**src/rtl/mbist_march_if.sv**
```systemverilog
// mbist_march_if: bundles the MBIST controller's memory-side and status signals.
interface mbist_march_if #(
    parameter int DATA_WIDTH = 8,
    parameter int ADDR_WIDTH = 4,
    parameter int CNT_WIDTH  = 16
);
    logic                  start;
    logic                  write_read;
    logic [ADDR_WIDTH-1:0] address;
    logic [DATA_WIDTH-1:0] wdata;
    logic [DATA_WIDTH-1:0] rdata;
    logic                  busy;
    logic                  done;
    logic                  pass;
    logic [CNT_WIDTH-1:0]  fail_count;
    logic [ADDR_WIDTH-1:0] first_fail_addr;
    logic [2:0]            first_fail_elem;
    modport master (
        input  start, rdata,
        output write_read, address, wdata, busy, done, pass,
               fail_count, first_fail_addr, first_fail_elem
    );
    modport slave (
        output start, rdata,
        input  write_read, address, wdata, busy, done, pass,
               fail_count, first_fail_addr, first_fail_elem
    );
endinterface

```
**src/rtl/mbist_march_ctrl.sv**
```systemverilog
// mbist_march_ctrl: March C- memory BIST sequencer with a 2-cycle read-compare pipe,
// saturating miscompare counter and first-failure capture.
module mbist_march_ctrl #(
    parameter int DATA_WIDTH = 8,
    parameter int ADDR_WIDTH = 4,
    parameter int LAST_ADDR  = 15,
    parameter int CNT_WIDTH  = 16
) (
    input logic           clk,
    input logic           rst,
    mbist_march_if.master bus
);
    typedef enum logic [2:0] {IDLE, SETUP, RUN, DRAIN, DONE} state_t;
    typedef struct packed {
        logic                  valid;
        logic [DATA_WIDTH-1:0] exp;
        logic [2:0]            elem;
        logic [ADDR_WIDTH-1:0] addr;
    } tag_t;
    localparam logic [ADDR_WIDTH-1:0] LAST = ADDR_WIDTH'(LAST_ADDR);
    state_t                state_q, state_d;
    logic [2:0]            elem_q, elem_d, ffe_q, ffe_d, nxt_elem;
    logic                  op_q, op_d, drain_q, drain_d;
    logic [ADDR_WIDTH-1:0] addr_q, addr_d, ffa_q, ffa_d;
    logic [DATA_WIDTH-1:0] wdata_q, wdata_d;
    logic [CNT_WIDTH-1:0]  fail_count_q, fail_count_d;
    tag_t                  p1_q, p1_d, p2_q, p2_d;
    logic                  two_op, down, wr, last_op, at_end, miscmp;
    always_comb begin
        two_op   = elem_q != 3'd0 && elem_q != 3'd5;
        down     = elem_q == 3'd3 || elem_q == 3'd4;
        nxt_elem = elem_q + 3'd1;
        wr       = state_q == RUN && (elem_q == 3'd0 || (two_op && op_q));
        last_op  = !two_op || op_q;
        at_end   = addr_q == (down ? '0 : LAST);
        miscmp   = p2_q.valid && bus.rdata != p2_q.exp;
        state_d  = state_q;
        elem_d   = elem_q;
        op_d     = op_q;
        drain_d  = drain_q;
        addr_d   = addr_q;
        wdata_d  = wdata_q;
        // Reads only carry a valid tag in RUN; SETUP and DRAIN reads are fillers.
        p1_d.valid = state_q == RUN && !wr;
        p1_d.exp   = {DATA_WIDTH{elem_q == 3'd2 || elem_q == 3'd4}};
        p1_d.elem  = elem_q;
        p1_d.addr  = addr_q;
        p2_d       = p1_q;
        fail_count_d = miscmp && !(&fail_count_q) ? fail_count_q + 1'b1 : fail_count_q;
        ffa_d        = miscmp && fail_count_q == '0 ? p2_q.addr : ffa_q;
        ffe_d        = miscmp && fail_count_q == '0 ? p2_q.elem : ffe_q;
        case (state_q)
            IDLE, DONE: if (bus.start) begin
                state_d      = SETUP;
                elem_d       = 3'd0;
                op_d         = 1'b0;
                addr_d       = '0;
                wdata_d      = '0;
                fail_count_d = '0;
                ffa_d        = '0;
                ffe_d        = 3'd0;
            end
            SETUP: state_d = RUN;
            RUN: begin
                op_d = !last_op;
                if (last_op && !at_end)
                    addr_d = down ? addr_q - 1'b1 : addr_q + 1'b1;
                else if (last_op && elem_q == 3'd5) begin
                    state_d = DRAIN;
                    drain_d = 1'b0;
                end else if (last_op) begin
                    state_d = SETUP;
                    elem_d  = nxt_elem;
                    addr_d  = (nxt_elem == 3'd3 || nxt_elem == 3'd4) ? LAST : '0;
                    wdata_d = {DATA_WIDTH{nxt_elem == 3'd1 || nxt_elem == 3'd3}};
                end
            end
            DRAIN: begin
                drain_d = 1'b1;
                state_d = drain_q ? DONE : DRAIN;
            end
            default: state_d = IDLE;
        endcase
    end
    always_ff @(posedge clk) begin
        if (rst) begin
            state_q      <= IDLE;
            elem_q       <= 3'd0;
            op_q         <= 1'b0;
            drain_q      <= 1'b0;
            addr_q       <= '0;
            wdata_q      <= '0;
            fail_count_q <= '0;
            ffa_q        <= '0;
            ffe_q        <= 3'd0;
            p1_q         <= '0;
            p2_q         <= '0;
        end else begin
            state_q      <= state_d;
            elem_q       <= elem_d;
            op_q         <= op_d;
            drain_q      <= drain_d;
            addr_q       <= addr_d;
            wdata_q      <= wdata_d;
            fail_count_q <= fail_count_d;
            ffa_q        <= ffa_d;
            ffe_q        <= ffe_d;
            p1_q         <= p1_d;
            p2_q         <= p2_d;
        end
    end
    assign bus.write_read      = wr;
    assign bus.address         = addr_q;
    assign bus.wdata           = wdata_q;
    assign bus.busy            = state_q inside {SETUP, RUN, DRAIN};
    assign bus.done            = state_q == DONE;
    assign bus.pass            = state_q == DONE && fail_count_q == '0;
    assign bus.fail_count      = fail_count_q;
    assign bus.first_fail_addr = ffa_q;
    assign bus.first_fail_elem = ffe_q;
endmodule

```
**src/flat_wrapper.sv**
```systemverilog
// flat-port wrapper written by rule: the top's interface ports become plain ports
module mbist_march_ctrl_flat 
#(
    parameter int DATA_WIDTH = 8,
    parameter int ADDR_WIDTH = 4,
    parameter int LAST_ADDR  = 15,
    parameter int CNT_WIDTH  = 16
)
  (clk, rst, bus_start, bus_rdata, bus_write_read, bus_address, bus_wdata, bus_busy, bus_done, bus_pass, bus_fail_count, bus_first_fail_addr, bus_first_fail_elem);
  mbist_march_if #(.DATA_WIDTH(DATA_WIDTH), .ADDR_WIDTH(ADDR_WIDTH), .CNT_WIDTH(CNT_WIDTH)) bus_i ();
  input logic clk;
  input logic rst;
  input wire logic [$bits(bus_i.start)-1:0] bus_start;
  input wire logic [$bits(bus_i.rdata)-1:0] bus_rdata;
  output wire logic [$bits(bus_i.write_read)-1:0] bus_write_read;
  output wire logic [$bits(bus_i.address)-1:0] bus_address;
  output wire logic [$bits(bus_i.wdata)-1:0] bus_wdata;
  output wire logic [$bits(bus_i.busy)-1:0] bus_busy;
  output wire logic [$bits(bus_i.done)-1:0] bus_done;
  output wire logic [$bits(bus_i.pass)-1:0] bus_pass;
  output wire logic [$bits(bus_i.fail_count)-1:0] bus_fail_count;
  output wire logic [$bits(bus_i.first_fail_addr)-1:0] bus_first_fail_addr;
  output wire logic [$bits(bus_i.first_fail_elem)-1:0] bus_first_fail_elem;
  assign bus_i.start = bus_start;
  assign bus_i.rdata = bus_rdata;
  assign bus_write_read = bus_i.write_read;
  assign bus_address = bus_i.address;
  assign bus_wdata = bus_i.wdata;
  assign bus_busy = bus_i.busy;
  assign bus_done = bus_i.done;
  assign bus_pass = bus_i.pass;
  assign bus_fail_count = bus_i.fail_count;
  assign bus_first_fail_addr = bus_i.first_fail_addr;
  assign bus_first_fail_elem = bus_i.first_fail_elem;
  mbist_march_ctrl #(.DATA_WIDTH(DATA_WIDTH), .ADDR_WIDTH(ADDR_WIDTH), .LAST_ADDR(LAST_ADDR), .CNT_WIDTH(CNT_WIDTH)) u_core (.clk(clk), .rst(rst), .bus(bus_i));
endmodule
```
**config.mk**
```make
export PLATFORM = sky130hd
export DESIGN_NAME = mbist_march_ctrl_flat
export DESIGN_NICKNAME = d
export VERILOG_FILES = /design/src/rtl/mbist_march_if.sv /design/src/rtl/mbist_march_ctrl.sv /design/src/flat_wrapper.sv
export SDC_FILE = /design/constraint.sdc
export NUM_CORES = 1
export LEC_CHECK = 0
export CORE_ASPECT_RATIO = 2
export CORE_MARGIN = 5
export CORE_UTILIZATION = 50
export DETAILED_ROUTE_END_ITERATION = 12
export GPL_ROUTABILITY_DRIVEN = 1
export PLACE_DENSITY = 0.76
export SLEW_MARGIN = 20
export SYNTH_ARGS = -nofsm -noshare
export SYNTH_HDL_FRONTEND = slang
export SYNTH_SLANG_ARGS = --single-unit
```
**constraint.sdc**
```tcl
create_clock -name clk -period 6.6 [get_ports clk]
set_input_delay 0.66 -clock clk [delete_from_list [all_inputs] [get_ports clk]]
set_output_delay 0.66 -clock clk [all_outputs]
set_load 0.05 [all_outputs]
```
==> results_dict.tcl, run 1 <==
set metrics [dict create \
    finalHoldViolCount 0 \
    cts_made_buffers 5 \
    utilization_pct 61.1 \
    synthTopCellsByCount "dfxtp_1, nand2_1, nor2_1" \
    worst_pin_slew_ns 0.616 \
    synth_edf_count 0 \
    synthFlopType "dfxtp_1" \
    antenna_found_initial 0 \
    grt_pass1_vias 2372 \
    grt_usage_pct 17.5 \
    hp-class "register to register" \
    max-slew-margin-rel_pct 58.6 \
    via_count 2404 \
    path_cells "inv_1 -> ha_1 -> nor4b_2 -> nand4_1 -> nor2_1 -> clkdlybuf4s50_1" \
    maxSlewViolCount 0 \
    reg2reg_setup_slack_ns 3.63 \
    synth_top_area_share_pct 38.5 \
    dp.final_hpwl_um 4790 \
    viasPerCell 5.91 \
    synth_seq_cells 54 \
    wl_um 6250 \
    die_w_um 63.0 \
    ios 50 \
    dr.pass1.iters 4 \
    ir_drop_mv 0.153 \
    insertion_delay_ns 0.31 \
    cts_buffer_depth 2 \
    min_period_ns 3.09 \
    htreeDepth 2 \
    tns_ns 0 \
    post-cts-setup-buffer-count 0 \
    synth.avg_cell_area_um2 9.02 \
    whs_endpoint "u_core.p2_q[15]" \
    cts_tree "built" \
    die_y_um 116 \
    cap_viol_max_count 0 \
    std_cell_rows 38 \
    hold_path_depth 1 \
    globalplace.congestion 0.925 \
    ys_types 59 \
    cts-root-buf "clkbuf_8" \
    drive_gt1_share_pct 9.51 \
    initial_core_util_pct 51.3 \
    synth.area.top_cells "dfxtp_1, mux2i_1, ha_1, a21oi_1, nor2b_1" \
    synth.most_common_cell "dfxtp_1" \
    drc 0 \
    path_max_fanout 6 \
    core_mm2 0.00547 \
    rsz0062_at_grt "false" \
    cts_resized 0 \
    wl_per_cell_um 15.4 \
    yosysSeqAreaShare_pct 38.5 \
    die-area_mm2 0.00730 \
    path_clk_slew_ns 0.10 \
    arrival_ns 2.43 \
    synth_area_mm2 0.00281 \
    post-route-period-util_pct 46.8 \
    ant_nets 0 \
    nets 367 \
    ctsHoldBuffers 0 \
    finClkSkew_ns 0.0102 \
    max_freq_ghz 0.324 \
    area_delta_synth_final_pct 19.1 \
    grt.overflow.total 0 \
    fill_cells 469 \
    postPlaceCellArea_mm2 0.00324 \
    regToRegEndpoint "u_core.bus.address[0]" \
    critPathRequiredTime_ns 5.94 \
    cts.sinks 54 \
    reg2reg_depth 10 \
    power_leakage_nw 1.22 \
    ys_async_sr_fraction_pct 0 \
    slowest_delay_ns 0.82 \
    fin_area_mm2 0.00334 \
    n_antenna_cell 0 \
    synth_top_area_cell "dfxtp_1" \
    cp-end-kind "primary output" \
    setup_viol 0 \
    critPathKind "register to primary output" \
    min_from "u_core.p1_q[15]" \
    powerDensity_mw_per_mm2 198 \
    syn_nets 332 \
    start_kind "register" \
    outcome "completed" \
    r2r-start "u_core.elem_q[0]" \
    postSynthCellCount 311 \
    grt_first_pass_wirelength_um 10500 \
    critPathSlowestCell "clkdlybuf4s50_1" \
    dr.first_iter.drc_count 132 \
    grt_max_degree 35 \
    synth_warnings 0 \
    io_buffers 49 \
]
how the worst max path moves through the flow:
stage	from	depth (start not counted)	slack, ns	end
floorplan	u_core.elem_q[0]	10	3.91	u_core.bus.address[1]
detailed placement	u_core.elem_q[0]	10	3.69	u_core.bus.address[0]
global placement	u_core.elem_q[0]	10	3.82	u_core.bus.address[1]
finish	u_core.bus.fail_count[0]	6	3.51	bus_pass
global route	u_core.elem_q[0]	10	3.33	u_core.bus.address[0]
CTS	u_core.bus.fail_count[0]	6	3.49	bus_pass
metrics by stage:
step                      hold slack [ns]  total power, mW  std cells  setup slack [ns]
after floorplan                     0.414            0.439        311              3.91
after global placement              0.419            0.467        399              3.82
after detailed placement            0.423            0.469        399              3.69
after CTS                           0.446            0.666        407              3.49
after global routing                0.462            0.685        407              3.33
final                               0.443            0.660        407              3.51
layer usage:
metal  vias to the layer above  share of wire (%)  GRT usage [%]
met3                        22                3.6           3.01
met5                         -                  0              0
met1                      1138                 35           15.5
li1                       1184                  -              -
met4                         0                3.6           11.2
met2                        60                 58           34.9
worst max-delay path: cells and delay by family (launching register included):
kind | cells | cell delay, ns
flip-flops | 1 | 0.36
buffers and inverters | 2 | 0.91
adder cells (fa/ha/maj) | 1 | 0.16
AND/OR/NAND/NOR | 3 | 0.70
layout by cell type, fill, tap and decap left out, drive strengths merged, types with 4 or more instances in the layout:
cell,n
ha,9
dfxtp,54
nor3,8
inv,12
o21ai,5
mux2,4
clkdlybuf4s50,49
clkbuf,6
or4,11
a21o,4
nor2b,16
mux2i,14
nand4,10
a21oi,20
nand3,13
nor2,28
nand2,21
and3,6
nor4,6
and4,4
or3,5
o31ai,9
sequential cells by signal, summed over array words and instances, names as in the netlist:
name                        count
u_core.state_q                  3
u_core.bus.first_fail_elem      3
u_core.elem_q                   3
u_core.bus.first_fail_addr      4
u_core.bus.wdata                1
u_core.drain_q                  1
u_core.p2_q                     9
u_core.op_q                     1
u_core.bus.address              4
u_core.p1_q                     9
u_core.bus.fail_count          16
layout make-up:
type | count | area [um2] | share of cell area, %
Clock buffer | 6 | 82.6 | 2.47
Clock inverter | 2 | 17.5 | 0.524
Inverter | 12 | 50.0 | 1.50
Multi-Input combinational cell | 223 | 1540 | 46.0
Sequential cell | 54 | 1080 | 32.3
Tap cell | 60 | 75.1 | 2.25
Timing Repair Buffer | 50 | 498 | 14.9
cell families (layout without fill, tap and decap cells):
| kind of cell | count (synthesis) | in the layout | synth area share (%) |
|---|---|---|---|
| AOI/OAI and AO/OA | 51 | 51 | 12.2 |
| muxes | 18 | 18 | 6.87 |
| xor gates and xnor gates | 3 | 3 | 0.936 |
| and+or+nand+nor | 141 | 141 | 30.0 |
| DFF | 54 | 54 | 38.5 |
| adders and majority gates | 10 | 10 | 4.73 |
| buffers and inverters | 34 | 70 | 6.69 |
power breakdown:
| group | internal [mW] | switching (mW) | total (mW) |
|---|---|---|---|
| clock network | 0.0866 | 0.112 | 0.199 |
| registers | 0.332 | 0.0103 | 0.343 |
| logic | 0.0421 | 0.0766 | 0.119 |
No activity file was read; power rests on OpenSTA's default activity.
==> run 2: changes to the inputs <==
clock period = 2.9 ns   (was 6.6 ns; I/O delays follow)
==> results_dict.tcl, run 2 (same netlist as run 1, synthesis figures left out) <==
set metrics [dict create \
    outcome "completed" \
    fin_cells 408 \
    final_common_cell "dfxtp_1" \
    core_mm2 0.00547 \
    std_cell_rows 38 \
    path_clk_slew_ns 0.10 \
    r2r-start "u_core.elem_q[0]" \
    fin_area_mm2 0.00335 \
    cp-end-kind "primary output" \
    arrival_ns 2.45 \
    worst_pin_slew_ns 0.630 \
    seqPwrFrac_pct 52.0 \
    maxSlewViolCount 0 \
    finClkSkew_ns 0.00917 \
    reg2reg_depth 10 \
    cts_tree "built" \
    start_kind "register" \
    io_buffers 49 \
    nets 368 \
    grt_pass1_vias 2314 \
    path_cells "inv_1 -> ha_1 -> nor4b_2 -> nand4_1 -> nor2_1 -> clkdlybuf4s50_1" \
    cts_made_buffers 5 \
    powerDensity_mw_per_mm2 448 \
    die_y_um 116 \
    dr.pass1.iters 4 \
    pre_cts_slack_ns 0.206 \
    final_cell_mix "dfxtp_1, clkdlybuf4s50_1, nor2_1, nand2_1, a21oi_1" \
    drc 0 \
    switchingPower_uw 451 \
    drive_gt1_share_pct 9.77 \
    cts_buffer_depth 2 \
    ios 50 \
    viasPerCell 5.82 \
    reg2reg_setup_slack_ns 0.19 \
    wl_per_cell_um 15.8 \
    initial_core_util_pct 51.3 \
    dp.final_hpwl_um 5060 \
    globalplace.congestion 0.955 \
    path_max_fanout 6 \
    fin_ws_ns 0.161 \
    power_leakage_nw 1.22 \
    regToRegEndpoint "u_core.bus.address[1]" \
    grt.overflow.total 0 \
    ir_drop_mv 0.346 \
    dr.first_iter.drc_count 152 \
    hp-class "register to register" \
    max-slew-margin-rel_pct 57.7 \
    critical_path_buf_inv_count 2 \
    cp_num_cells 6 \
    placed_cells 400 \
    fill_cells 486 \
    largest_register_ffs 16 \
    critPathRequiredTime_ns 2.61 \
    finalHoldViolCount 0 \
    cp_top_family "buffers and inverters" \
    min_period_ns 2.74 \
    switching_share_pct 30.1 \
    antenna_found_initial 0 \
    grt_first_pass_wirelength_um 10400 \
    grt_max_degree 23 \
    via_count 2375 \
    ctsHoldBuffers 0 \
    area_delta_synth_final_pct 19.3 \
    cts.sinks 54 \
    grt_usage_pct 17.7 \
    insertion_delay_ns 0.31 \
    post-route-period-util_pct 94.5 \
    slowest_delay_ns 0.81 \
    max_freq_ghz 0.365 \
    wl_um 6440 \
    cap_viol_max_count 0 \
    p_int_mw 1.05 \
    pwr-share-clk_pct 30.2 \
    cts-root-buf "clkbuf_8" \
    htreeDepth 2 \
    tns_ns 0 \
    critPathKind "register to primary output" \
    combPwrFrac_pct 17.8 \
    die_w_um 63.0 \
    setup_viol 0 \
    post-cts-setup-buffer-count 0 \
    ant_nets 0 \
    rsz0062_at_grt "false" \
    critical_path.startpoint "u_core.bus.fail_count[0]" \
    n_antenna_cell 0 \
    cts_resized 0 \
    crit_path_end "bus_pass" \
    critPathSlowestCell "clkdlybuf4s50_1" \
    postPlaceCellArea_mm2 0.00325 \
    utilization_pct 61.2 \
    die-area_mm2 0.00730 \
]
run 2: cell count changes in the layout (fill, tap and decap cells not counted), sizes merged:
cell / before / now
clkinv: 2 / 0
buf: 1 / 2
clkinvlp: 0 / 1
inv: 12 / 13
run 2: layout make-up:
cell class | instances | area [um2] | share of cell area [%]
inverter | 12 | 50.0 | 1.49
clock buffer | 6 | 82.6 | 2.47
multi-input combinational | 223 | 1540 | 45.9
timing repair buffer | 51 | 505 | 15.1
clock inverter | 2 | 16.3 | 0.486
sequential | 54 | 1080 | 32.3
tap | 60 | 75.1 | 2.24
run 2: worst min-delay path by stage:
stage	to	from	cells after the start
after floorplan	u_core.p1_q[3]	rst	1
after global placement	u_core.p2_q[2]	u_core.p1_q[2]	1
after detailed placement	u_core.p2_q[3]	u_core.p1_q[3]	1
after CTS	u_core.p2_q[3]	u_core.p1_q[3]	1
after global routing	u_core.p2_q[1]	u_core.p1_q[1]	1
final	u_core.p2_q[7]	u_core.p1_q[7]	1
run 2: power by group through the flow:
stage / combinational (mW) / clock (mW) / sequential [mW]
6_report: 0.267 / 0.453 / 0.781
3_3_place_gp: 0.265 / 0 / 0.796
4_1_cts: 0.268 / 0.468 / 0.780
5_1_grt: 0.287 / 0.497 / 0.785
2_1_floorplan: 0.208 / 0 / 0.790
3_5_place_dp: 0.268 / 0 / 0.797
run 2: stage by stage:
step,power [mW],hold WS (ns)
3_5_place_dp,1.07,0.420
2_1_floorplan,0.999,0.369
6_report,1.50,0.440
4_1_cts,1.52,0.443
3_3_place_gp,1.06,0.419
5_1_grt,1.57,0.459
run 2: metal layers:
layer	GRT usage, %	up-vias	wire, um
met5	0	-	0
met4	11.6	0	348
met3	3.39	24	245
met2	34.6	60	3610
met1	16.0	1102	2230
li1	-	1189	-
==> variant 1 (flow settings as in run 2) <==
Take the reset off `wdata_q` and load it in a clocked block of its own.
--- a/src/rtl/mbist_march_ctrl.sv
+++ b/src/rtl/mbist_march_ctrl.sv
@@ -89,7 +89,6 @@
             op_q         <= 1'b0;
             drain_q      <= 1'b0;
             addr_q       <= '0;
-            wdata_q      <= '0;
             fail_count_q <= '0;
             ffa_q        <= '0;
             ffe_q        <= 3'd0;
@@ -101,13 +100,16 @@
             op_q         <= op_d;
             drain_q      <= drain_d;
             addr_q       <= addr_d;
-            wdata_q      <= wdata_d;
             fail_count_q <= fail_count_d;
             ffa_q        <= ffa_d;
             ffe_q        <= ffe_d;
             p1_q         <= p1_d;
             p2_q         <= p2_d;
         end
+    end
+
+    always_ff @(posedge clk) begin
+        wdata_q <= wdata_d;
     end
     assign bus.write_read      = wr;
     assign bus.address         = addr_q;
Behaviour: same outputs for any inputs over 10 cycles, from zero or initial values and one cycle with rst high; that may be too few to reach the edited logic, so the function may still have changed.
==> variant 1 against run 2 <==
Clock skew decreased by 0.0025 ns. Maximum frequency decreased by 0.29%. Design area decreased by 3.7%. Total power increased by 7.0%. Wire length decreased by 5.9%. Largest power group unchanged. Critical endpoint is now u_core.elem_q[2]. Area after synthesis decreased by 5.8%. Worst setup slack got worse by 0.0080 ns. Non-clock buffer count increased by 5. Core utilization increased by 1.5 points. Sequential cell count unchanged.
==> variant 1: results (changes against run 2) <==
met2 wire len 3560 um (-1.6%); met3 Use GR 2.63% (-0.77 points); Synth area leaders dfxtp_1 40%, nor2_1 5.3%, mux2i_1 4.5%, ha_1 4.3%, buf_4 3.1%; post-synth cell types 52 (-12%); run status complete, no violations; drt total wl 6060 um (-5.9%); Clock power frac 31.3% (+1.1 points); final-layout fill cell count 467 (-3.9%); Slew headroom 59.1% (+1.4 points); syn_nets 316 (-4.8%); Final period util 94.7% (+0.28 points); met1 Usage GRT 18.2% (+2.2 points); clock skew 0.00667 ns (-0.00250 ns); FF-to-FF End u_core.elem_q[2]; Iteration-0 DRC Markers 127 (-16%); worst slack at placement 0.131 ns (-0.0745 ns); pin count of the biggest net entering global routing 33 (+43%); Avg Inst Size Synth 8.96 sq um (-0.73%); slowest cell delay on critical path 0.43 ns (-0.38 ns); RePlAce Congestion 0.929 (-2.7%); vias per cell 5.60 (-3.9%); comb pwr 318 uW (+19%); dpl cells 388 (-3.0%); sequential area share after synthesis 41.3% (+2.8 points); WP data arrival 2.95 ns (+0.50 ns); layout cells sized above 1 9.76% (about the same); Switching Share 29.8% (-0.31 points); GRT Util Overall 18.4% (+0.61 points); CTS resizes 0 (unchanged); r2r setup slk 0.15 ns (-0.04 ns); CP max-delay cell dfxtp_1; Max-cap violations 0 (unchanged); met1 WL 2140 um (-4.0%); Synth Area in Compound Gates 14.4% (+2.2 points); Peak supply drop 0.000482 V (+39%); DP Area 3110 sq um (-4.3%); CTS HTree Levels 2 (unchanged); Adder-Cell Fraction of Synth Area 5.02% (+0.29 points); top post-synthesis cells by count 53 x dfxtp_1, 37 x nor2_1, 19 x nand2_1; global-route wire length before repair 9670 um (-7.4%); post-synthesis mux area share 4.55% (-2.3 points); Post-synth EDFFs 1 (+1); met3 routed WL 171 um (-30%); Hold WS 0.441 ns (+0.000943 ns); LEAKAGE 0.00114 uW (-6.4%); Cell Pwr Density 498 nW/um^2 (+11%); Synth Area in XOR/XNOR 0.994% (+0.058 points); nets 358 (-2.7%); Critical path origin u_core.elem_q[0]; non-filler instance count after layout 396 (-2.9%); Hold Startpoint u_core.p1_q[7]; DP HPWL 4720 um (-6.7%); critical path endpoint category register; vias in the first global route 2117 (-8.5%); met2 usage in global routing 34.7% (+0.11 points)
variant 1: kinds of logic after synthesis:
family | Yosys count
buffers and inverters | 35
AOI/OAI and AO/OA | 52
adders and majority gates | 10
xor gates and xnor gates | 3
DFF | 54
muxes | 12
and+or+nand+nor | 129
variant 1: worst max-delay path, delay by kind of cell, from the launching register on:
kind	cells	cell delay [ns]
buffers and inverters	2	0.26
AND/OR/NAND/NOR	1	0.17
multiplexers	2	0.50
flip-flops	1	0.43
adder cells (fa/ha/maj)	2	0.61
AO/OA/AOI/OAI	3	0.68
variant 1: layout make-up:
type | instances | area, sq um | area share [%]
inverter | 14 | 52.6 | 1.63
clock buffer | 6 | 72.6 | 2.25
timing repair buffer | 56 | 543 | 16.8
clock inverter | 2 | 37.5 | 1.16
sequential | 54 | 1090 | 33.8
multi-input combinational | 206 | 1360 | 42.0
tap | 58 | 72.6 | 2.25
==> variant 2 (flow settings as in run 2) <==
Without the edit above. `DATA_WIDTH` is set to 8 in 3 places; all go to 10.
--- a/src/rtl/mbist_march_if.sv
+++ b/src/rtl/mbist_march_if.sv
@@ -1,6 +1,6 @@
 // mbist_march_if: bundles the MBIST controller's memory-side and status signals.
 interface mbist_march_if #(
-    parameter int DATA_WIDTH = 8,
+    parameter int DATA_WIDTH = 10,
     parameter int ADDR_WIDTH = 4,
     parameter int CNT_WIDTH  = 16
 );
--- a/src/rtl/mbist_march_ctrl.sv
+++ b/src/rtl/mbist_march_ctrl.sv
@@ -1,7 +1,7 @@
 // mbist_march_ctrl: March C- memory BIST sequencer with a 2-cycle read-compare pipe,
 // saturating miscompare counter and first-failure capture.
 module mbist_march_ctrl #(
-    parameter int DATA_WIDTH = 8,
+    parameter int DATA_WIDTH = 10,
     parameter int ADDR_WIDTH = 4,
     parameter int LAST_ADDR  = 15,
     parameter int CNT_WIDTH  = 16
--- a/src/flat_wrapper.sv
+++ b/src/flat_wrapper.sv
@@ -1,7 +1,7 @@
 // flat-port wrapper written by rule: the top's interface ports become plain ports
 module mbist_march_ctrl_flat 
 #(
-    parameter int DATA_WIDTH = 8,
+    parameter int DATA_WIDTH = 10,
     parameter int ADDR_WIDTH = 4,
     parameter int LAST_ADDR  = 15,
     parameter int CNT_WIDTH  = 16
Ports: changed (resized bus_rdata and bus_wdata); port bits go from 50 to 54. No check against the original RTL was run, so the function may have changed too.
==> variant 2 against run 2 <==
Area after synthesis shrank 3.0%. Design area shrank 1.7%. Total power decreased by 1.7%. Combinational power fell by 32%. Wire length down 5.2%. Sequential share of layout area is 0.55 points higher. Highest routed layer unchanged. Count of clock-buffer cells in the layout down 1. Register-to-register slack better by 0.26 ns. Sequential cell count unchanged. Critical path type unchanged. Cell count shrank 3.2%. Critical path depth unchanged. Hold slack improved by 0.0027 ns. Critical endpoint is now bus_write_read. Worst setup slack gained 0.033 ns.
==> variant 2: results (changes against run 2) <==
Post-CTS Setup Bufs 0 (unchanged); run status complete, no violations; Synth Area in Compound Gates 16.5% (+4.2 points); WP data arrival 2.42 ns (-0.03 ns); top post-synthesis cells by count 54 x dfxtp_1, 25 x nor2_1, 24 x nand2_1; post-synth cell types 53 (-10%); pin count of the biggest net entering global routing 36 (+57%); CTS resizes 0 (unchanged); layout cells sized above 1 11.6% (+1.9 points); LEAKAGE 0.00116 uW (-4.9%); sequential area share after synthesis 39.7% (+1.2 points); Iteration-0 DRC Markers 121 (-20%); DP Area 3180 sq um (-2.3%); CTS root buf clkbuf_8; CP max FO 5 (-1); syn_nets 318 (-4.2%); drt first pass iters 4 (unchanged); Async SR Flop Fraction 0% (unchanged); vias in the first global route 2296 (-0.78%); Post-synth top flop dfxtp_1; CTS HTree Levels 2 (unchanged); post-synthesis mux area share 4.96% (-1.9 points); clock-pin slew on the worst setup and hold paths 0.10 ns (about the same); initial antenna violation count 0 (unchanged); worst slack at placement 0.478 ns (+0.273 ns); Vias 2249 (-5.3%); Max clock buf depth 2 (unchanged); Synth Area in XOR/XNOR 0.965% (+0.029 points); DP HPWL 4750 um (-6.1%); Synth Warn # 0 (unchanged); clock skew 0.00654 ns (-0.00263 ns); Adder-Cell Fraction of Synth Area 4.87% (+0.15 points); Ant. Diodes 0 (unchanged); global-route wire length before repair 10300 um (-1.4%); Synth area leaders dfxtp_1 40%, mux2i_1 4.4%, ha_1 4.1%, buf_4 3.9%, nor2b_1 3.7%; final-layout fill cell count 473 (-2.7%); max FFs per register 16 (unchanged); clock latency on the worst-skew pair 0.31 ns (about the same); Num CTS Buffers 5 (unchanged); IO buf count 53 (+8.2%); Peak supply drop 0.000438 V (+27%); Psw 391 uW (-13%); HP Class register to register; per-cell routed wire length 15.5 um (-2.0%); RePlAce Congestion 0.859 (-10%); nets 357 (-3.0%); Worst-Margin Slew 0.747 ns (+0.118 ns); GRT Util Overall 18.0% (+0.22 points)
## variant 2: final cells by class
| class | instances | area share, % |
|---|---|---|
| Inverter | 7 | 0.798 |
| Tap cell | 60 | 2.28 |
| Multi-Input combinational cell | 211 | 44.0 |
| Clock buffer | 5 | 2.09 |
| Timing Repair Buffer | 55 | 16.6 |
| Clock inverter | 3 | 1.44 |
| Sequential cell | 54 | 32.8 |
## variant 2: stage by stage
stage / instances / hold WS (ns) / util (%) / total power (uW)
detailed placement: 387 / 0.428 / 59.1 / 971
floorplan: 295 / 0.373 / - / 916
global route: 395 / 0.471 / 61.3 / 1540
CTS: 395 / 0.452 / 61.3 / 1490
global placement: 387 / 0.418 / 59.1 / 970
finish: 395 / 0.443 / 61.3 / 1470
## variant 2: critical path: stages, from the launching register on
cell	delay (ns)
dfxtp_1	0.41
inv_1	0.13
ha_1	0.24
nand2_1	0.17
a21oi_1	0.11
nor2_1	0.20
clkdlybuf4s50_1	0.84
## variant 2: cell families (layout without fill, tap and decap cells)
group	after synthesis	count (layout)
simple gates	130	130
compound gates	55	55
flops	54	54
buf+inv	30	70
mux	13	13
fa+ha+maj	10	10
xor+xnor	3	3
## variant 2: power by group through the flow
stage,Combinational [uW],Clock [uW],Sequential (uW)
floorplan,140,0,775
global placement,181,0,790
detailed placement,182,0,789
CTS,182,538,772
global route,199,561,776
finish,181,522,772
## variant 2: metal layers
layer | part of all wire [%] | vias up | global-route usage, %
li1 | - | 1122 | -
met5 | 0 | - | 0
met3 | 3.1 | 19 | 2.75
met4 | 4.4 | 0 | 12.4
met1 | 34 | 1060 | 15.8
met2 | 58 | 48 | 35.5
## variant 2: path summary, 6_finish.rpt
path	start	to	slack [ns]	depth (start not counted)
worst max-delay path	u_core.elem_q[1]	bus_write_read	0.19	6
worst min-delay path	u_core.p1_q[6]	u_core.p2_q[6]	0.44	1
worst max register to register	u_core.elem_q[0]	u_core.bus.address[3]	0.45	7
worst min register to register	u_core.p1_q[6]	u_core.p2_q[6]	0.44	1
